### config.mk
export PLATFORM = sky130hd
export DESIGN_NAME = lemming_dig_arbiter
export DESIGN_NICKNAME = d
export VERILOG_FILES = /design/src/rtl/lemmings_pkg.sv /design/src/rtl/lemming_dig_slot.sv /design/src/rtl/lemming_dig_arbiter.sv
export SDC_FILE = /design/constraint.sdc
export NUM_CORES = 1
export LEC_CHECK = 0
export ABC_AREA = 1
export BUFFER_PORTS_ARGS = -buffer_cell sky130_fd_sc_hd__buf_2
export CELL_PAD_IN_SITES_DETAIL_PLACEMENT = 1
export CELL_PAD_IN_SITES_GLOBAL_PLACEMENT = 1
export CORE_MARGIN = 2
export CORE_UTILIZATION = 47
export CTS_CLUSTER_DIAMETER = 50
export CTS_CLUSTER_SIZE = 28
export DETAILED_ROUTE_END_ITERATION = 10
export HOLD_SLACK_MARGIN = 0.05
export PLACE_DENSITY_LB_ADDON = 0.1
export SYNTH_ARGS = -nofsm -noshare
export SYNTH_HDL_FRONTEND = slang
export SYNTH_HIERARCHICAL = 1
export SYNTH_SLANG_ARGS = --single-unit
### constraint.sdc
create_clock -name clk -period 5.6 [get_ports clk]
set_input_delay 0.28 -clock clk [delete_from_list [all_inputs] [get_ports clk]]
set_output_delay 0.28 -clock clk [all_outputs]
set_load 0.1 [all_outputs]
### src/rtl/lemmings_pkg.sv
// Shared definitions for the lemming dig-tool arbiter and the walker FSMs.
//   - slot_state_t : per-lemming tool-holding state (IDLE, PEND, DIG, COOL)
//   - TIMER_W      : width of the ack-timeout / cooldown timers
//   - WALK_*       : walker state encodings, shared with the walker FSM so
//                    both sides agree on what "digging" means
//   - wrap_add     : modular index helper for the round-robin picker
package lemmings_pkg;

    localparam int TIMER_W = 4;

    typedef enum logic [1:0] {
        SLOT_IDLE = 2'd0,
        SLOT_PEND = 2'd1,
        SLOT_DIG  = 2'd2,
        SLOT_COOL = 2'd3
    } slot_state_t;

    // Walker state encodings. The walker drives its digging output while in
    // WALK_DIG_LEFT / WALK_DIG_RIGHT.
    localparam int         WALKER_STATE_W  = 3;
    localparam logic [2:0] WALK_LEFT       = 3'd0;
    localparam logic [2:0] WALK_RIGHT      = 3'd1;
    localparam logic [2:0] WALK_FALL_LEFT  = 3'd2;
    localparam logic [2:0] WALK_FALL_RIGHT = 3'd3;
    localparam logic [2:0] WALK_DIG_LEFT   = 3'd4;
    localparam logic [2:0] WALK_DIG_RIGHT  = 3'd5;
    localparam logic [2:0] WALK_SPLATTER   = 3'd6;

    // (base + off) mod n, for base < n and off < n.
    function automatic int wrap_add(input int base, input int off, input int n);
        int s;
        s = base + off;
        if (s >= n) begin
            s = s - n;
        end
        return s;
    endfunction

endpackage

### src/rtl/lemming_dig_slot.sv
// Per-lemming tool-holding FSM with its ack/cooldown timer.
//   clk, reset   : clock, synchronous active-high reset
//   grant        : arbiter selected this lemming this cycle (only while idle)
//   digging      : walker reports it is digging
//   dig          : registered one-cycle dig command (cycle after grant)
//   granted      : registered, high while the lemming holds a tool
//   idle         : FSM is in IDLE (eligible for arbitration)
//   tool_return  : combinational, high in the cycle the tool is given back
module lemming_dig_slot
    import lemmings_pkg::*;
#(
    parameter int ACK_TIMEOUT = 3,
    parameter int COOLDOWN    = 2
) (
    input  logic clk,
    input  logic reset,
    input  logic grant,
    input  logic digging,
    output logic dig,
    output logic granted,
    output logic idle,
    output logic tool_return
);

    localparam logic [TIMER_W-1:0] ACK_LOAD  = TIMER_W'(ACK_TIMEOUT);
    // COOL is held while the timer counts COOL_LOAD down to 0, so loading
    // COOLDOWN-1 gives exactly COOLDOWN cycles in COOL.
    localparam logic [TIMER_W-1:0] COOL_LOAD = TIMER_W'((COOLDOWN > 0) ? COOLDOWN - 1 : 0);

    slot_state_t         state_reg, state_next;
    logic [TIMER_W-1:0]  timer_reg, timer_next;
    logic                dig_reg;
    logic                granted_reg;

    always_comb begin
        state_next  = state_reg;
        timer_next  = timer_reg;
        tool_return = 1'b0;
        case (state_reg)
            SLOT_IDLE: begin
                if (grant) begin
                    state_next = SLOT_PEND;
                    timer_next = ACK_LOAD;
                end
            end
            SLOT_PEND: begin
                if (digging) begin
                    state_next = SLOT_DIG;
                end else if (timer_reg == '0) begin
                    // Walker never started (falling or dead): reclaim the tool.
                    tool_return = 1'b1;
                    if (COOLDOWN == 0) begin
                        state_next = SLOT_IDLE;
                    end else begin
                        state_next = SLOT_COOL;
                        timer_next = COOL_LOAD;
                    end
                end else begin
                    timer_next = timer_reg - 1'b1;
                end
            end
            SLOT_DIG: begin
                if (!digging) begin
                    tool_return = 1'b1;
                    if (COOLDOWN == 0) begin
                        state_next = SLOT_IDLE;
                    end else begin
                        state_next = SLOT_COOL;
                        timer_next = COOL_LOAD;
                    end
                end
            end
            SLOT_COOL: begin
                if (timer_reg == '0) begin
                    state_next = SLOT_IDLE;
                end else begin
                    timer_next = timer_reg - 1'b1;
                end
            end
            default: begin
                state_next = SLOT_IDLE;
            end
        endcase
    end

    always_ff @(posedge clk) begin
        if (reset) begin
            state_reg   <= SLOT_IDLE;
            timer_reg   <= '0;
            dig_reg     <= 1'b0;
            granted_reg <= 1'b0;
        end else begin
            state_reg   <= state_next;
            timer_reg   <= timer_next;
            // grant is only ever raised while idle, so it maps 1:1 to a pulse.
            dig_reg     <= grant;
            granted_reg <= (state_next == SLOT_PEND) || (state_next == SLOT_DIG);
        end
    end

    assign dig     = dig_reg;
    assign granted = granted_reg;
    assign idle    = (state_reg == SLOT_IDLE);

endmodule

### src/rtl/lemming_dig_arbiter.sv
// Shares a pool of TOOLS digging tools among N lemming walkers.
// Round-robin picks at most one idle requester per cycle while a tool is
// free; each per-lemming slot then tracks the tool until the walker stops
// digging or fails to start within ACK_TIMEOUT cycles.
//   clk, reset  : clock, synchronous active-high reset
//   req[N]      : lemming i wants to dig (level)
//   digging[N]  : lemming i's walker is digging
//   dig[N]      : one-cycle dig command to lemming i
//   granted[N]  : lemming i holds a tool
//   tools_free  : number of unallocated tools (registered)
//   all_busy    : tools_free == 0
module lemming_dig_arbiter
    import lemmings_pkg::*;
#(
    parameter int N           = 4,
    parameter int TOOLS       = 2,
    parameter int ACK_TIMEOUT = 3,
    parameter int COOLDOWN    = 2
) (
    input  logic                       clk,
    input  logic                       reset,
    input  logic [N-1:0]               req,
    input  logic [N-1:0]               digging,
    output logic [N-1:0]               dig,
    output logic [N-1:0]               granted,
    output logic [$clog2(TOOLS+1)-1:0] tools_free,
    output logic                       all_busy
);

    localparam int TF_W  = $clog2(TOOLS + 1);
    localparam int PTR_W = $clog2(N);

    logic [TF_W-1:0]  tools_free_reg, tools_free_next;
    logic [PTR_W-1:0] ptr_reg, ptr_next;
    logic [N-1:0]     slot_idle;
    logic [N-1:0]     tool_return;
    logic [N-1:0]     eligible;
    logic [N-1:0]     grant_vec;
    logic             grant_any;
    logic [PTR_W-1:0] winner;
    logic [TF_W-1:0]  ret_count;

    genvar gi;
    generate
        for (gi = 0; gi < N; gi++) begin : g_slot
            lemming_dig_slot #(
                .ACK_TIMEOUT (ACK_TIMEOUT),
                .COOLDOWN    (COOLDOWN)
            ) u_slot (
                .clk         (clk),
                .reset       (reset),
                .grant       (grant_vec[gi]),
                .digging     (digging[gi]),
                .dig         (dig[gi]),
                .granted     (granted[gi]),
                .idle        (slot_idle[gi]),
                .tool_return (tool_return[gi])
            );
            // Uses the registered count, so a tool returned this cycle only
            // becomes grantable next cycle.
            assign eligible[gi] = slot_idle[gi] & req[gi] & (tools_free_reg != '0);
        end
    endgenerate

    // First eligible index at or after the pointer, wrapping N-1 -> 0.
    always_comb begin
        int idx;
        grant_vec = '0;
        grant_any = 1'b0;
        winner    = '0;
        idx       = 0;
        for (int k = 0; k < N; k++) begin
            idx = wrap_add(int'(ptr_reg), k, N);
            if (!grant_any && eligible[idx]) begin
                grant_any = 1'b1;
                winner    = PTR_W'(idx);
            end
        end
        if (grant_any) begin
            grant_vec[winner] = 1'b1;
        end
    end

    always_comb begin
        ptr_next = ptr_reg;
        if (grant_any) begin
            ptr_next = (winner == PTR_W'(N - 1)) ? '0 : winner + 1'b1;
        end
    end

    // Returns only come from held tools, so the sum stays within TOOLS, and
    // a grant only happens with tools_free_reg > 0, so no underflow.
    always_comb begin
        ret_count = '0;
        for (int k = 0; k < N; k++) begin
            ret_count = ret_count + TF_W'(tool_return[k]);
        end
        tools_free_next = tools_free_reg + ret_count - TF_W'(grant_any);
    end

    always_ff @(posedge clk) begin
        if (reset) begin
            tools_free_reg <= TF_W'(TOOLS);
            ptr_reg        <= '0;
        end else begin
            tools_free_reg <= tools_free_next;
            ptr_reg        <= ptr_next;
        end
    end

    assign tools_free = tools_free_reg;
    assign all_busy   = (tools_free_reg == '0);

endmodule

# Word level (Yosys, flattened, before mapping)
# Index checks and enable logic that the tools add are counted.
# totals
ff_bits,36
out_inout_bits,11
elab_cells,207
input_bits,10
# classes
bitwise,8
n_reduce_logical,25
add_sub_neg,17
n_mux,92
n_eq_ne,37
n_lt_le_gt_ge,10
# op_table
cell,n
"32-bit by 4-bit < comparator with 1-bit output, second input constant",4
32-bit 2-to-1 mux,4
4-bit 2-to-1 mux,21
4-bit case mux with 4 select lines,4
2-bit 2-to-1 mux,25
"2-bit != test, second input constant",16
2-bit case mux with 4 select lines,4
"2-bit == test, second input constant",13
1-bit 2-to-1 mux,25
"2-bit by 1-bit == test with 1-bit output, second input constant",8
4-bit logical NOT,4
4-bit AND reduction,4
"4-bit by 1-bit subtractor with 4-bit output, second input constant",4
"3-bit by 3-bit subtractor with 4-bit output, second input constant",3
2-bit logical NOT,5
"3-bit >= comparator, second input constant",3
1-bit bitwise AND,8
1-bit binary-select mux with 2-bit select,4
1-bit case mux with 2 select lines,4
"2-bit by 2-bit adder with 3-bit output, second input constant",2
2-bit by 1-bit adder with 2-bit output,2
1-bit logical AND,4
1-bit logical OR,4
"2-bit by 3-bit subtractor with 4-bit output, second input constant",1
other kinds (11),13

# Logic depth before layout (Yosys ltp)
# Gate-level depths: netlist of the first run.
# depth
depth_word,25
depth_mapped,25
depth_no_buf,25

# Modules after synthesis
# The synthesis of the first run kept the hierarchy.
# modules_own_cells
mod,area_each_um2,instances,seq_area_each_um2,cells_each
lemming_dig_slot (g_slot[0].u_slot ...),581.8,2,160.2,89
lemming_dig_slot (g_slot[3].u_slot),654.4,1,160.2,94
lemming_dig_arbiter,649.4,1,80.1,98
lemming_dig_slot (g_slot[2].u_slot),564.3,1,160.2,84

# Worst setup path before layout of the first run
# Ideal clock, no wire load.
# synth_timing
kind,flip-flop to flip-flop
startpoint,"reg tools_free_reg[0], in the netlist tools_free[0]"
endpoint,"reg tools_free_reg[1], in the netlist tools_free[1]"
required_ns,5.482
path_buffers,0
setup_slack_ns,1.044
arrival_time_ns,4.439
path_stages_with_launch,16
synth_period_minus_slack_ns,4.556
setup_time_ns,0.118
cell_sequence,dfxtp_1 > nor2_1 > nor2_1 > nand2_1 > nand2_1 > nand2_1 > nand2_2 > nor3_4 > inv_2 > ha_1 > fa_1 > inv_1 > fa_1 > xor2_1 > xnor2_1 > nand2_1
# synth_between
elab_chain_cells,16
elab_cells_between_ends,29
cone_classes,2 x add/sub; 16 x mux; 4 x bitwise; 7 x reduce/logical
# synth_rtl
item,line,source
from (decl),lemming_dig_arbiter.sv:33,"logic [TF_W-1:0] tools_free_reg, tools_free_next;"
from (signal assigned),lemming_dig_arbiter.sv:103,tools_free_reg <= TF_W'(TOOLS);
from (signal assigned),lemming_dig_arbiter.sv:106,tools_free_reg <= tools_free_next;
2-bit nonzero test (*),lemming_dig_arbiter.sv:61,assign eligible[gi] = slot_idle[gi] & req[gi] & (tools_free_reg != '0);
1-bit bitwise AND,lemming_dig_arbiter.sv:61,
1-bit binary-select mux with 2-bit select,lemming_dig_arbiter.sv:74,if (!grant_any && eligible[idx]) begin
1-bit 2-to-1 mux (not written as such) (2 in series),lemming_dig_arbiter.sv:74,
1-bit 2-to-1 mux,lemming_dig_arbiter.sv:74,
1-bit logical NOT,lemming_dig_arbiter.sv:74,
1-bit logical AND,lemming_dig_arbiter.sv:74,
1-bit 2-to-1 mux,lemming_dig_arbiter.sv:74,
1-bit logical NOT,lemming_dig_arbiter.sv:74,
1-bit logical AND,lemming_dig_arbiter.sv:74,
1-bit 2-to-1 mux,lemming_dig_arbiter.sv:74,
1-bit logical NOT,lemming_dig_arbiter.sv:74,
1-bit logical AND,lemming_dig_arbiter.sv:74,
1-bit 2-to-1 mux (*),lemming_dig_arbiter.sv:74,
named net grant_any,lemming_dig_arbiter.sv:39,logic grant_any;
2-bit by 1-bit subtractor with 2-bit output (*),lemming_dig_arbiter.sv:98,tools_free_next = tools_free_reg + ret_count - TF_W'(grant_any);
# The timed path passes the listed nets; every way through them passes the cells marked *. The select of a mux whose other input is x is not followed.
# A chain may end at the register's enable or synchronous reset.

# Worst setup path in the final report of the first run
# layout_timing
startpoint,reg g_slot[3].u_slot.state_reg[1]
endpoint,"reg tools_free_reg[1], in the netlist tools_free[1]"
# layout_between
elab_chain_cells,17
elab_cells_between_ends,31
cone_classes,3 x add/sub; 2 x eq/ne; 17 x mux; 2 x bitwise; 7 x reduce/logical
# layout_rtl
item,line,source
from (decl),lemming_dig_slot.sv:30,"slot_state_t state_reg, state_next;"
from (signal assigned),lemming_dig_slot.sv:93,state_reg <= state_next;
2-bit logical NOT (*),lemming_dig_slot.sv:103,assign idle = (state_reg == SLOT_IDLE);
named net slot_idle[3],lemming_dig_arbiter.sv:35,logic [N-1:0] slot_idle;
1-bit bitwise AND (*) (2 in series),lemming_dig_arbiter.sv:61,
1-bit binary-select mux with 2-bit select,lemming_dig_arbiter.sv:74,
1-bit 2-to-1 mux (not written as such) (2 in series),lemming_dig_arbiter.sv:74,
1-bit 2-to-1 mux,lemming_dig_arbiter.sv:74,
1-bit logical NOT,lemming_dig_arbiter.sv:74,
1-bit logical AND,lemming_dig_arbiter.sv:74,
1-bit 2-to-1 mux,lemming_dig_arbiter.sv:74,
1-bit logical NOT,lemming_dig_arbiter.sv:74,
1-bit logical AND,lemming_dig_arbiter.sv:74,
1-bit 2-to-1 mux,lemming_dig_arbiter.sv:74,
1-bit logical NOT,lemming_dig_arbiter.sv:74,
1-bit logical AND,lemming_dig_arbiter.sv:74,
1-bit 2-to-1 mux (*),lemming_dig_arbiter.sv:74,
named net grant_any,lemming_dig_arbiter.sv:39,
2-bit by 1-bit subtractor with 2-bit output (*),lemming_dig_arbiter.sv:98,
# Marks and branches as above.

==> results.json, run 1 <==
{
  "outcome": "finished clean",
  "peakVddDrop_v": 0.000360,
  "criticalPathCategory": "reg -> reg",
  "antenna_cells": 0,
  "ys_seq_area_share_pct": 23.8,
  "ant_nets": 0,
  "drc": 0,
  "cts_hold_buf": 0,
  "start_util_pct": 48.3,
  "layout.nets": 521,
  "layout_commonest_cell": "nand2_1",
  "synth_seq_cells": 36,
  "slew_headroom_pct": 57.4,
  "postCtsResizedCells": 0,
  "ios": 21,
  "critPathMaxFanout": 7,
  "grt_first_pass_wirelength_um": 13400,
  "htree_levels": 2,
  "clock_latency_ns": 0.30,
  "drv_slew": 0,
  "postCtsSetupRepairBufs": 0,
  "netSwitchingFraction_pct": 56.8,
  "fill_cells": 870,
  "fin_skew_ns": 0.0129,
  "dp_slack_ns": 2.21,
  "syn_inst": 454,
  "largest_reg_flops": 16,
  "dieWidth_um": 84.3,
  "rsz0062_at_grt": "false",
  "syn_area_per_cell_um2": 6.68,
  "p_per_area_mw_per_mm2": 677,
  "drt-initial-drc-count": 49,
  "cp_slowest_cell": "fa_1",
  "gp_congestion": 0.818,
  "grt_max_degree": 30,
  "die_h_um": 84.3,
  "sequentialPowerShare_pct": 17.9,
  "routed_via_density": 5.05,
  "drive_gt1_share_pct": 17.7,
  "finalHoldViolations": 0,
  "grt_usage_pct": 22.7,
  "start_kind": "flop",
  "coreArea_mm2": 0.00628,
  "cts_tree": "done",
  "numCtsBuffers": 5,
  "cts_root_buf": "clkbuf_8",
  "synth_edf_count": 0,
  "drv_cap": 0,
  "grt.overflow.total": 0,
  "final_cell_mix": "113 x nand2_1, 73 x inv_1, 43 x nor2_1",
  "cp_data_arrival_time_ns": 3.56,
  "synth_ff_type": "dfxtp_1",
  "p_int_uw": 967,
  "power.switching_mw": 1.27,
  "tightestPinTransition_ns": 0.639,
  "syn2layout_area_growth_pct": 9.08,
  "yosys_warnings": 6,
  "endpoint_kind": "flop",
  "async_flop_share_pct": 0,
  "static-leakage-power_nw": 1.65,
  "grt_pass1_vias": 3004,
  "max_stage_delay_ns": 0.49,
  "vias": 2807,
  "cts.sinks": 36,
  "syn-cell-area_mm2": 0.00303,
  "fin_crit_sh_pct": 59.9,
  "hp-class": "in -> reg",
  "antenna_found_initial": 0,
  "clkTransAtPathRegs_ns": 0.09,
  "drt_wl_total_um": 7550,
  "rows": 29,
  "setup-violations-final": 0,
  "dieArea_mm2": 0.00711,
  "fin_ws_ns": 2.25,
  "clkPwrFrac_pct": 10.5,
  "fmax_ghz": 0.298,
  "critPathBufInv": 4,
  "cpLargestDelayFamily": "adder cells",
  "syn_nets": 497,
  "final.setup.tns_ns": 0,
  "dr.pass1.iters": 4,
  "path_cells": "inv_1 -> ha_1 -> nand2_1 -> inv_1 -> nand3_1 -> nand3_1 -> nand2_1 -> nand2_2 -> nor3_4 -> inv_2 -> ha_1 -> fa_1 -> inv_1 -> fa_1 -> xor2_1 -> xnor2_1 -> nand2_1",
  "place_hpwl_um": 5940,
  "wl_per_cell_um": 13.6,
  "required_ns": 5.80,
  "power_frac_comb_pct": 71.6,
  "clk_path_buf_depth": 2,
  "ys_types": 36,
  "regToRegSetupSlack_ns": 2.25,
  "io_buffers": 20,
  "period_needed_ns": 3.35
}
[area by class of cell]
cell class	instances	area, µm²	share of cell area, %
Tap cell	77	96.3	2.91
Inverter	83	313	9.46
Sequential cell	36	721	21.8
Clock buffer	6	72.6	2.19
Multi-Input combinational cell	332	1970	59.6
Clock inverter	2	35.0	1.06
Timing Repair Buffer	20	100	3.03
[per-stage QoR]
stage / instances / util, % / area, µm² / power (mW) / hold WS [ns]
after CTS: 556 / 52.7 / 3310 / 2.26 / 0.424
after global routing: 556 / 52.7 / 3310 / 2.48 / 0.472
after floorplan: 454 / - / 3030 / 1.71 / 0.342
final: 556 / 52.7 / 3310 / 2.24 / 0.432
after global placement: 548 / 51.0 / 3200 / 1.95 / 0.454
after detailed placement: 548 / 51.0 / 3200 / 2.01 / 0.483
[kinds of logic after synthesis]
family	share of synthesized area [%]
adder cells (fa/ha/maj)	14.1
AO/OA/AOI/OAI	11.5
buffers and inverters	11.3
AND/OR/NAND/NOR	36.2
flip-flops	23.8
XOR/XNOR	3.18
[cell usage after synthesis (4+ instances only)]
| cell | count | share of area (%) |
|---|---|---|
| inv_2 | 9 | 1.1 |
| dfxtp_1 | 36 | 24 |
| nand3_1 | 33 | 5.4 |
| nor2_2 | 11 | 2.3 |
| o21ai_0 | 7 | 1.2 |
| nor2_1 | 43 | 5.3 |
| nand2_1 | 113 | 14 |
| a21oi_2 | 6 | 1.7 |
| inv_1 | 73 | 9.0 |
| nand3_2 | 5 | 1.7 |
| xor2_1 | 4 | 1.2 |
| nand2_4 | 5 | 1.9 |
| o21ai_1 | 10 | 1.7 |
| nand2_2 | 11 | 2.3 |
| a21oi_1 | 28 | 4.6 |
| ha_1 | 31 | 13 |
[worst paths after layout]
| check | startpoint | end | depth (start not counted) |
|---|---|---|---|
| max | g_slot[3].u_slot/state_reg[1] | tools_free[1] | 17 |
| min | digging[2] | g_slot[2].u_slot/timer_reg[3] | 5 |
| max reg2reg | g_slot[3].u_slot/state_reg[1] | tools_free[1] | 17 |
| min reg2reg | g_slot[2].u_slot/timer_reg[1] | g_slot[2].u_slot/timer_reg[1] | 2 |
[power by group through the flow]
stage / clock network [mW] / logic, mW / registers (mW)
floorplan: 0 / 1.16 / 0.547
global placement: 0 / 1.55 / 0.402
detailed placement: 0 / 1.60 / 0.407
CTS: 0.242 / 1.62 / 0.402
global route: 0.251 / 1.82 / 0.411
finish: 0.235 / 1.60 / 0.401
[routing by layer]
layer / vias to the layer above / routed length (µm) / GRT usage, %
li1: 1456 / - / -
met1: 1324 / 3370 / 26.7
met2: 21 / 3970 / 42.6
met3: 6 / 142 / 3.44
met4: 0 / 70 / 5.72
met5: - / 0 / 0
[worst register-to-register path: stages, from the launching register on]
cell     delay [ns]
dfxtp_1        0.47
inv_1          0.15
ha_1           0.21
nand2_1        0.07
inv_1          0.05
nand3_1        0.09
nand3_1        0.09
nand2_1        0.14
nand2_2        0.09
nor3_4         0.22
inv_2          0.08
ha_1           0.29
fa_1           0.49
inv_1          0.05
fa_1           0.37
xor2_1         0.19
xnor2_1        0.14
nand2_1        0.06
Note: power is estimated with default switching activity, not from simulation.
==> run 2: changes to the inputs <==
Settings changed: CORE_UTILIZATION 47 to 40.
Clock period 5.6 ns to 2.8 ns, I/O delays scaled along.
==> run 2 against run 1 <==
Against the previous run:
- the flow now finishes with violations (negative setup slack)
- first-iteration DRC count rose by 80%
- cell count is 13% higher
- worst hold slack worse by 0.16 ns
- flip-flop and latch count stayed put
- via count rose by 10%
- fmax grew 18%
- clock-buffer cell count down 1
- non-clock buffer count up 52
==> results.json, run 2 (synthesis gave the netlist of run 1 again) <==
{
  "largest_reg_flops": 16,
  "finalHoldViolations": 0,
  "seqCellArea_um2": 738,
  "period_needed_ns": 2.83,
  "drv_slew": 0,
  "required_ns": 3.00,
  "htree_levels": 2,
  "grt.overflow.total": 0,
  "dpl_cell_area_mm2": 0.00356,
  "antenna_cells": 0,
  "static-leakage-power_nw": 1.95,
  "final.setup.tns_ns": -0.0337,
  "finalPower_mw": 5.46,
  "rows": 31,
  "fin_crit_sh_pct": 101,
  "cp_data_arrival_time_ns": 3.03,
  "fill_cells": 994,
  "vias": 3087,
  "dp_slack_ns": -0.150,
  "cts_hold_buf": 0,
  "dr.pass1.iters": 4,
  "cts_root_buf": "clkbuf_8",
  "p_per_area_mw_per_mm2": 1370,
  "fin_ws_ns": -0.0337,
  "grt_first_pass_wirelength_um": 14500,
  "fin_util_pct": 54.5,
  "cts.sinks": 36,
  "clk_path_buf_depth": 2,
  "tightestPinTransition_ns": 0.672,
  "fin_skew_ns": 0.00414,
  "rsz0062_at_grt": "true",
  "ios": 21,
  "start_kind": "flop",
  "start_util_pct": 41.6,
  "layout.nets": 573,
  "endpoint_kind": "flop",
  "regToRegSetupSlack_ns": -0.03,
  "cts_tree": "done",
  "ant_nets": 0,
  "fmax_ghz": 0.353,
  "setup-violations-final": 1,
  "dieArea_mm2": 0.00829,
  "wl_per_cell_um": 14.7,
  "io_buffers": 20,
  "multi_input_area_mm2": 0.00219,
  "die_h_um": 91.1,
  "final_cell_mix": "96 x nand2_1, 59 x inv_1, 51 x buf_4",
  "criticalPathCategory": "reg -> reg",
  "place_hpwl_um": 6630,
  "gp_congestion": 0.862,
  "antenna_found_initial": 0,
  "syn2layout_area_growth_pct": 31.2,
  "layout_commonest_cell": "nand2_1",
  "slew_headroom_pct": 55.2,
  "peakVddDrop_v": 0.000783,
  "routed_via_density": 4.90,
  "drc": 0,
  "design_area_mm2": 0.00398,
  "outcome": "finished with violations",
  "numCtsBuffers": 5,
  "grt_pass1_vias": 3190,
  "violations": "negative setup slack",
  "clock_latency_ns": 0.30,
  "drive_gt1_share_pct": 38.0,
  "drv_cap": 0,
  "drt_wl_total_um": 9280,
  "coreArea_mm2": 0.00729,
  "hp-class": "in -> reg",
  "critPathMaxFanout": 2,
  "dieWidth_um": 91.1,
  "clkTransAtPathRegs_ns": 0.08,
  "grt_usage_pct": 21.6,
  "drt-initial-drc-count": 88,
  "grt_max_degree": 30
}
[run 2: cell count changes in the layout (fill, tap and decap cells not counted), sizes merged]
cell and change:
clkbuf -1, buf +52, inv +1
[run 2: stage by stage]
| stage | std cells | hold WS, ns |
|---|---|---|
| 2_1_floorplan | 454 | 0.202 |
| 3_3_place_gp | 608 | 0.453 |
| 3_5_place_dp | 608 | 0.474 |
| 4_1_cts | 623 | 0.260 |
| 5_1_grt | 630 | 0.268 |
| 6_report | 630 | 0.271 |
[run 2: timing repair]
item | 4_1_cts | 5_1_grt
setup endpoints to repair | 20 | 28
resized for setup | 33 | 36
pin swaps | 9 | 17
buffers inserted | 7 | 7
[run 2: power breakdown]
part           internal [mW]  total [mW]  switching (mW)
combinational           1.54        4.20            2.67
sequential             0.684       0.778          0.0940
clock                  0.265       0.482           0.217
total                   2.48        5.46            2.98
[run 2: worst paths after layout]
kind | from | endpoint | cells past startpoint
max | g_slot[2].u_slot/state_reg[1] | tools_free[1] | 17
min | digging[3] | g_slot[3].u_slot/state_reg[0] | 4
max reg2reg | g_slot[2].u_slot/state_reg[1] | tools_free[1] | 17
min reg2reg | g_slot[2].u_slot/timer_reg[1] | g_slot[2].u_slot/timer_reg[1] | 2
[run 2: layer usage]
layer	vias up	share of wire, %	GRT usage, %	routed length (µm)
li1	1561	-	-	-
met3	13	1.9	3.98	174
met1	1482	44	25.2	4120
met2	31	52	40.2	4830
met4	0	1.7	5.30	157
met5	-	0	0	0
[run 2: cell type report]
cell class / count / area share [%]
clock inverter: 3 / 1.04
sequential: 36 / 18.6
timing repair buffer: 72 / 12.6
multi-input combinational: 332 / 55.0
tap: 99 / 3.12
inverter: 83 / 7.87
clock buffer: 5 / 1.73
[run 2: critical path: stages, from the launching register on]
cell	delay (ns)
dfxtp_2	0.34
inv_2	0.05
ha_4	0.16
nand2_2	0.08
nor2_4	0.04
nand2_2	0.10
nand2_2	0.08
nand2_2	0.08
nand2_2	0.07
nor3_4	0.21
inv_2	0.08
ha_4	0.22
fa_1	0.49
inv_2	0.04
fa_2	0.33
xor2_1	0.16
xnor2_1	0.13
nand2_1	0.06
